`src/rtl/fetch_unit_pkg.sv`:
```
// ============================================================================
// Module : fetch_unit_pkg
// Brief  : Shared instruction-field layout, opcode constants and fetch FSM
//          state encoding for the fetch unit.
// Rev    : 1.0  initial release
// ============================================================================
`default_nettype none

package fetch_unit_pkg;

  localparam int OPC_MSB  = 15;
  localparam int OPC_LSB  = 12;
  localparam int IMMF_BIT = 11;
  localparam int RD_MSB   = 10;
  localparam int RD_LSB   = 8;
  localparam int RS1_MSB  = 7;
  localparam int RS1_LSB  = 5;
  localparam int RS2_MSB  = 4;
  localparam int RS2_LSB  = 2;
  localparam int IMM_MSB  = 4;
  localparam int IMM_LSB  = 0;

  localparam logic [3:0] OPC_BRANCH = 4'b1100;

  localparam logic [1:0] ST_IDLE  = 2'd0;
  localparam logic [1:0] ST_FETCH = 2'd1;
  localparam logic [1:0] ST_FLUSH = 2'd2;

  function automatic logic is_branch_op(input logic [15:0] ins);
    return ins[OPC_MSB:OPC_LSB] == OPC_BRANCH;
  endfunction

endpackage

`default_nettype wire

```
`src/rtl/fetch_unit_instr_fifo.sv`:
```
// ============================================================================
// Module : instr_fifo
// Brief  : Instruction queue holding {instruction, pc} pairs with push, pop,
//          flush and an occupancy count.
// Rev    : 1.0  initial release
// ============================================================================
`default_nettype none

module instr_fifo #(
  parameter int DEPTH = 4,
  parameter int W     = 16
) (
  input  logic                       clk,
  input  logic                       rst_n,
  input  logic                       i_push,
  input  logic [W-1:0]               i_data,
  input  logic [W-1:0]               i_pc,
  input  logic                       i_pop,
  input  logic                       i_flush,
  output logic [W-1:0]               o_data,
  output logic [W-1:0]               o_pc,
  output logic [$clog2(DEPTH):0]     o_count,
  output logic                       o_empty
);

  localparam int AW = $clog2(DEPTH);

  logic [W-1:0]  r_data [DEPTH];
  logic [W-1:0]  r_pc   [DEPTH];
  logic [AW-1:0] r_wptr;
  logic [AW-1:0] r_rptr;
  logic [AW:0]   r_count;

  always_ff @(posedge clk or negedge rst_n) begin
    if (!rst_n) begin
      r_wptr  <= '0;
      r_rptr  <= '0;
      r_count <= '0;
    end else if (i_flush) begin
      r_wptr  <= '0;
      r_rptr  <= '0;
      r_count <= '0;
    end else begin
      if (i_push) r_wptr <= r_wptr + 1'b1;
      if (i_pop)  r_rptr <= r_rptr + 1'b1;
      r_count <= r_count + (AW+1)'(i_push) - (AW+1)'(i_pop);
    end
  end

  // Storage needs no reset: the head is only observed while the count is non-zero.
  always_ff @(posedge clk) begin
    if (i_push && !i_flush) begin
      r_data[r_wptr] <= i_data;
      r_pc[r_wptr]   <= i_pc;
    end
  end

  assign o_data  = r_data[r_rptr];
  assign o_pc    = r_pc[r_rptr];
  assign o_count = r_count;
  assign o_empty = (r_count == '0);

endmodule

`default_nettype wire

```
`src/rtl/fetch_unit.sv`:
```
// ============================================================================
// Module : fetch_unit
// Brief  : Instruction fetch with prefetch queue, branch redirect and flush.
//          Optional predecode of branch opcodes when FETCH_PREDECODE_EN is set.
// Rev    : 1.0  initial release
// ============================================================================
`default_nettype none

module fetch_unit
  import fetch_unit_pkg::*;
#(
  parameter logic [15:0] RESET_PC = 16'h0000,
  parameter int          DEPTH    = 4
) (
  input  logic        clk,
  input  logic        reset,
  input  logic        stall,
  input  logic        is_branch_taken,
  input  logic [15:0] branch_target,
  output logic        imem_req,
  output logic [15:0] imem_addr,
  input  logic [15:0] imem_rdata,
  output logic [15:0] instr,
  output logic        instr_valid,
  output logic [15:0] pc_out,
  output logic        instr_is_branch
);

  localparam int AW = $clog2(DEPTH);
  localparam int CW = AW + 2;
  localparam logic [CW-1:0] C_DEPTH = CW'(DEPTH);

  logic [1:0]    r_state;
  logic [1:0]    w_next_state;
  logic [15:0]   r_fetch_pc;
  logic          r_inflight;
  logic [15:0]   r_inflight_pc;
  logic          w_push;
  logic          w_pop;
  logic          w_empty;
  logic [AW:0]   w_count;
  logic [CW-1:0] w_occupancy;
  logic [15:0]   w_head_data;
  logic [15:0]   w_head_pc;

  assign w_occupancy = {1'b0, w_count} + {{(CW-1){1'b0}}, r_inflight};
  assign w_push      = r_inflight && !is_branch_taken;
  assign w_pop       = instr_valid && !stall && !is_branch_taken;

  always_ff @(posedge clk or negedge reset) begin
    if (!reset) r_state <= ST_IDLE;
    else        r_state <= w_next_state;
  end

  always_comb begin
    w_next_state = r_state;
    case (r_state)
      ST_IDLE:  w_next_state = ST_FETCH;
      ST_FETCH: w_next_state = is_branch_taken ? ST_FLUSH : ST_FETCH;
      ST_FLUSH: w_next_state = is_branch_taken ? ST_FLUSH : ST_FETCH;
      default:  w_next_state = ST_IDLE;
    endcase
  end

  always_comb begin
    imem_req    = 1'b0;
    instr_valid = 1'b0;
    if (r_state == ST_FETCH) imem_req = (w_occupancy < C_DEPTH);
    if (r_state != ST_FLUSH) instr_valid = !w_empty;
  end

  // A redirect clears the in-flight flag so the stale response is never pushed.
  always_ff @(posedge clk or negedge reset) begin
    if (!reset) begin
      r_fetch_pc    <= RESET_PC;
      r_inflight    <= 1'b0;
      r_inflight_pc <= RESET_PC;
    end else begin
      r_inflight <= imem_req && !is_branch_taken;
      if (imem_req) r_inflight_pc <= r_fetch_pc;
      if (is_branch_taken) r_fetch_pc <= branch_target;
      else if (imem_req)   r_fetch_pc <= r_fetch_pc + 16'd1;
    end
  end

  instr_fifo #(
    .DEPTH (DEPTH),
    .W     (16)
  ) u_fifo (
    .clk     (clk),
    .rst_n   (reset),
    .i_push  (w_push),
    .i_data  (imem_rdata),
    .i_pc    (r_inflight_pc),
    .i_pop   (w_pop),
    .i_flush (is_branch_taken),
    .o_data  (w_head_data),
    .o_pc    (w_head_pc),
    .o_count (w_count),
    .o_empty (w_empty)
  );

  assign imem_addr = r_fetch_pc;
  assign instr     = w_empty ? 16'h0000 : w_head_data;
  assign pc_out    = w_empty ? 16'h0000 : w_head_pc;

`ifdef FETCH_PREDECODE_EN
  assign instr_is_branch = instr_valid && is_branch_op(instr);
`else
  assign instr_is_branch = 1'b0;
`endif

endmodule

`default_nettype wire

```
`config.mk`:
```
export PLATFORM = sky130hd
export DESIGN_NAME = fetch_unit
export DESIGN_NICKNAME = d
export VERILOG_FILES = /design/src/rtl/fetch_unit_pkg.sv /design/src/rtl/fetch_unit_instr_fifo.sv /design/src/rtl/fetch_unit.sv
export SDC_FILE = /design/constraint.sdc
export NUM_CORES = 1
export LEC_CHECK = 0
export BUFFER_PORTS_ARGS = -buffer_cell sky130_fd_sc_hd__buf_2
export CAP_MARGIN = 20
export CORE_MARGIN = 1
export CORE_UTILIZATION = 55
export DETAILED_ROUTE_END_ITERATION = 8
export GPL_TIMING_DRIVEN = 1
export PLACE_DENSITY = 0.85
export SYNTH_ARGS = -nofsm -noshare
export SYNTH_HDL_FRONTEND = slang
export SYNTH_SLANG_ARGS = --single-unit
export TNS_END_PERCENT = 50
```
`constraint.sdc`:
```
create_clock -name clk -period 6.7 [get_ports clk]
set_input_delay 0.335 -clock clk [delete_from_list [all_inputs] [get_ports clk]]
set_output_delay 0.335 -clock clk [all_outputs]
set_load 0.01 [all_outputs]
```
==> out/metrics.yaml <==
status: "completed"
clock_latency_ps: 420
cts_max_path_buffers: 2
diodes: 0
syn-instance-count: 429
finalSetupTns_ps: 0
dp_slack_ps: 4231
startpoint: "u_fifo.o_count[1]"
yosys_warnings: 0
cp_data_required_time_ps: 6360
drive_gt1_frac: 0.3302
crit_path_start_kind: "flop"
synth.distinct_cells: 49
postSynthAreaPerCell_sq_um: 16.57
routedWlPerCell_um: 19.54
die_w_um: 115.7
cts-resized-gates: 0
max_cap_viol_count: 0
fin_ws_ps: 3928
design.core.area_sq_mm: 0.01262
h-tree-depth: 4
drc: 0
cts_buffers: 17
async_flop_share: 0.2471
ctsHoldBuffers: 0
dp_hpwl_um: 8735
cts_setup_buffers: 0
rr_worst_depth: 10
track_usage: 0.2264
seq_area_frac_synth: 0.6885
slew_viol_final: 0
worstSetupPathType: "flop to output port"
vias: 4094
cp_max_fo: 18
synth_common_cells: "128 x edfxtp_1, 42 x dfrtp_1, 34 x nor2b_1"
fin_skew_ps: 6.272
fmax_ghz: 0.3607
ios: 87
yosysMostFrequentCell: "edfxtp_1"
grt_remaining_overflow: 0
finalHoldViolCount: 0
peakVddDrop_mv: 0.1891
rr_startpoint: "u_fifo.o_count[1]"
clock_sinks: 170
min_period_ps: 2772
grt_pass1_wl_um: 21850
crit_slowest_cell: "dfrtp_1"
ant_nets: 0
arrival_ps: 2440
globalplace.congestion: 0.8751
dieArea_sq_mm: 0.01338
grt_pass1_vias: 4318
path_cells: "ha_1 -> nand2b_1 -> o22ai_2 -> nand2_2 -> inv_1 -> buf_2"
viasPerCell: 5.832
num_rows: 41
clock-root-buffer: "clkbuf_16"
relSlewSlack: 0.3831
cts_tree: "yes"
wl_um: 13720
synth_top_area_frac: 0.5407
io_buffers: 85
holdWs_ps: 54.66
final_nets: 566
synth_fp_nets: 478
wl_met3_um: 962
routed-wl-met2_um: 6953
synth_edf_count: 128
timing.rr.end: "u_fifo.o_count[2]"
worstSetupEndpoint: "imem_req"
drt_pass1_iterations: 4
p_leak_nw: 3.004
area_delta_synth_final_pct: 16.02
multi_input_area_sq_mm: 0.002043
register_area_sq_mm: 0.004896
power_density_mw_per_mm2: 389.9
met1Wirelength_um: 5514
setup_viol_count_final: 0
grt_antenna_before_repair: 0
rrSetupSlack_ps: 4210
clk_pin_slew_worst_paths_ps: 60
top_layer_used: "met4"
post-route-period-util: 0.4138
ys_ff_latch: 170
fill_cells: 871
first_iter_violations: 278
start_util: 0.5634
synth_top_area_cell: "edfxtp_1"
hold_path.class: "primary input to async pin"
synth.area.top_cells: "edfxtp_1 54%, dfrtp_1 15%, mux4_2 10%, nor2b_1 3.0%, ha_1 2.1%"
rsz0062_at_grt: "no"
critPathMaxStageDelay_ps: 470
dieHeight_um: 115.7
syn_area_sq_mm: 0.007109
fin_util: 0.6536
ys.flop_type: "edfxtp_1"
grt_start_max_net_pins: 43
endpoint_kind: "output port"
worst_slew_pin_slew_ps: 925.4
metal layers:
layer  vias to the layer above  global-route usage
li1                       1847                   -
met1                      2037              0.2760
met2                       187              0.3820
met3                        23             0.05439
met4                         0              0.1111
met5                         -                   0
per-stage QoR:
step           total power (W)  cells  cell area (sq um)
2_1_floorplan         0.002041    429               7109
3_3_place_gp          0.002287    670               7689
3_5_place_dp          0.002334    670               7689
4_1_cts               0.003249    702               8248
5_1_grt               0.003388    702               8248
6_report              0.003216    702               8248
logic make-up (layout without fill, tap and decap cells):
group           after synthesis  in the layout  synth area share
mux                          46             46            0.1234
compound gates               42             42           0.04154
xor+xnor                      5              5          0.006160
fa+ha+maj                    13             13           0.02393
flops                       170            170            0.6885
buf+inv                      38            139           0.02481
simple gates                114            114           0.09117
other cells                   1              1         0.0005275
how the worst min path moves through the flow:
stage,from,end,slack (ps),cells after the start
6_report,reset,imem_addr[2],50,1
3_5_place_dp,r_inflight_pc[8],u_fifo.r_pc[1][8],510,0
2_1_floorplan,reset,imem_addr[0],40,0
4_1_cts,reset,imem_addr[9],70,1
3_3_place_gp,r_inflight_pc[8],u_fifo.r_pc[1][8],480,0
5_1_grt,branch_target[3],imem_addr[3],110,3
report_power, final:
group	total, W	leakage (nW)	internal (W)	switching (W)
clock	0.000907	0.258	0.000530	0.000377
combinational	0.000844	1.09	0.000393	0.000451
sequential	0.00147	1.66	0.00132	0.000147
flip-flops by register name (all words and copies together) (netlist names):
name            flops
imem_addr          16
u_fifo.r_rptr       2
u_fifo.o_count      3
u_fifo.r_pc        64
r_inflight          1
r_state             2
u_fifo.r_wptr       2
u_fifo.r_data      64
r_inflight_pc      16
worst max-delay path, delay by kind of cell (launching register included):
| kind | cells | cell delay, ps |
|---|---|---|
| AO/OA/AOI/OAI | 1 | 420 |
| AND/OR/NAND/NOR | 2 | 590 |
| flip-flops | 1 | 470 |
| buffers and inverters | 2 | 260 |
| adder cells (fa/ha/maj) | 1 | 280 |
layout by cell type, fill, tap and decap left out, types with 2 or more instances in the layout:
cell	n
nand4_1	9
clkinv_4	2
ha_1	12
a31o_2	2
o31ai_1	4
nor2_1	21
nor4_1	3
mux2_2	13
buf_4	7
or3_1	3
clkbuf_8	2
clkinvlp_4	5
nor2b_1	34
o211ai_1	2
or4_1	6
nand3_1	8
edfxtp_1	128
and2_1	7
nor3_1	3
buf_2	85
mux4_2	32
xnor2_1	4
clkinv_2	2
a31oi_1	11
dfrtp_1	41
o2111ai_1	3
nand2_1	10
inv_1	14
clkbuf_1	3
nand3b_1	2
o22a_1	2
o21ai_0	11
clkbuf_16	17
final cells by class:
| type | instances | share of cell area |
|---|---|---|
| Timing Repair Buffer | 92 | 0.05795 |
| Inverter | 15 | 0.006826 |
| Clock buffer | 22 | 0.05628 |
| Clock inverter | 10 | 0.01153 |
| Sequential cell | 170 | 0.5936 |
| Multi-Input combinational cell | 221 | 0.2477 |
| Tap cell | 172 | 0.02609 |
(Power assumes the default switching activity.)
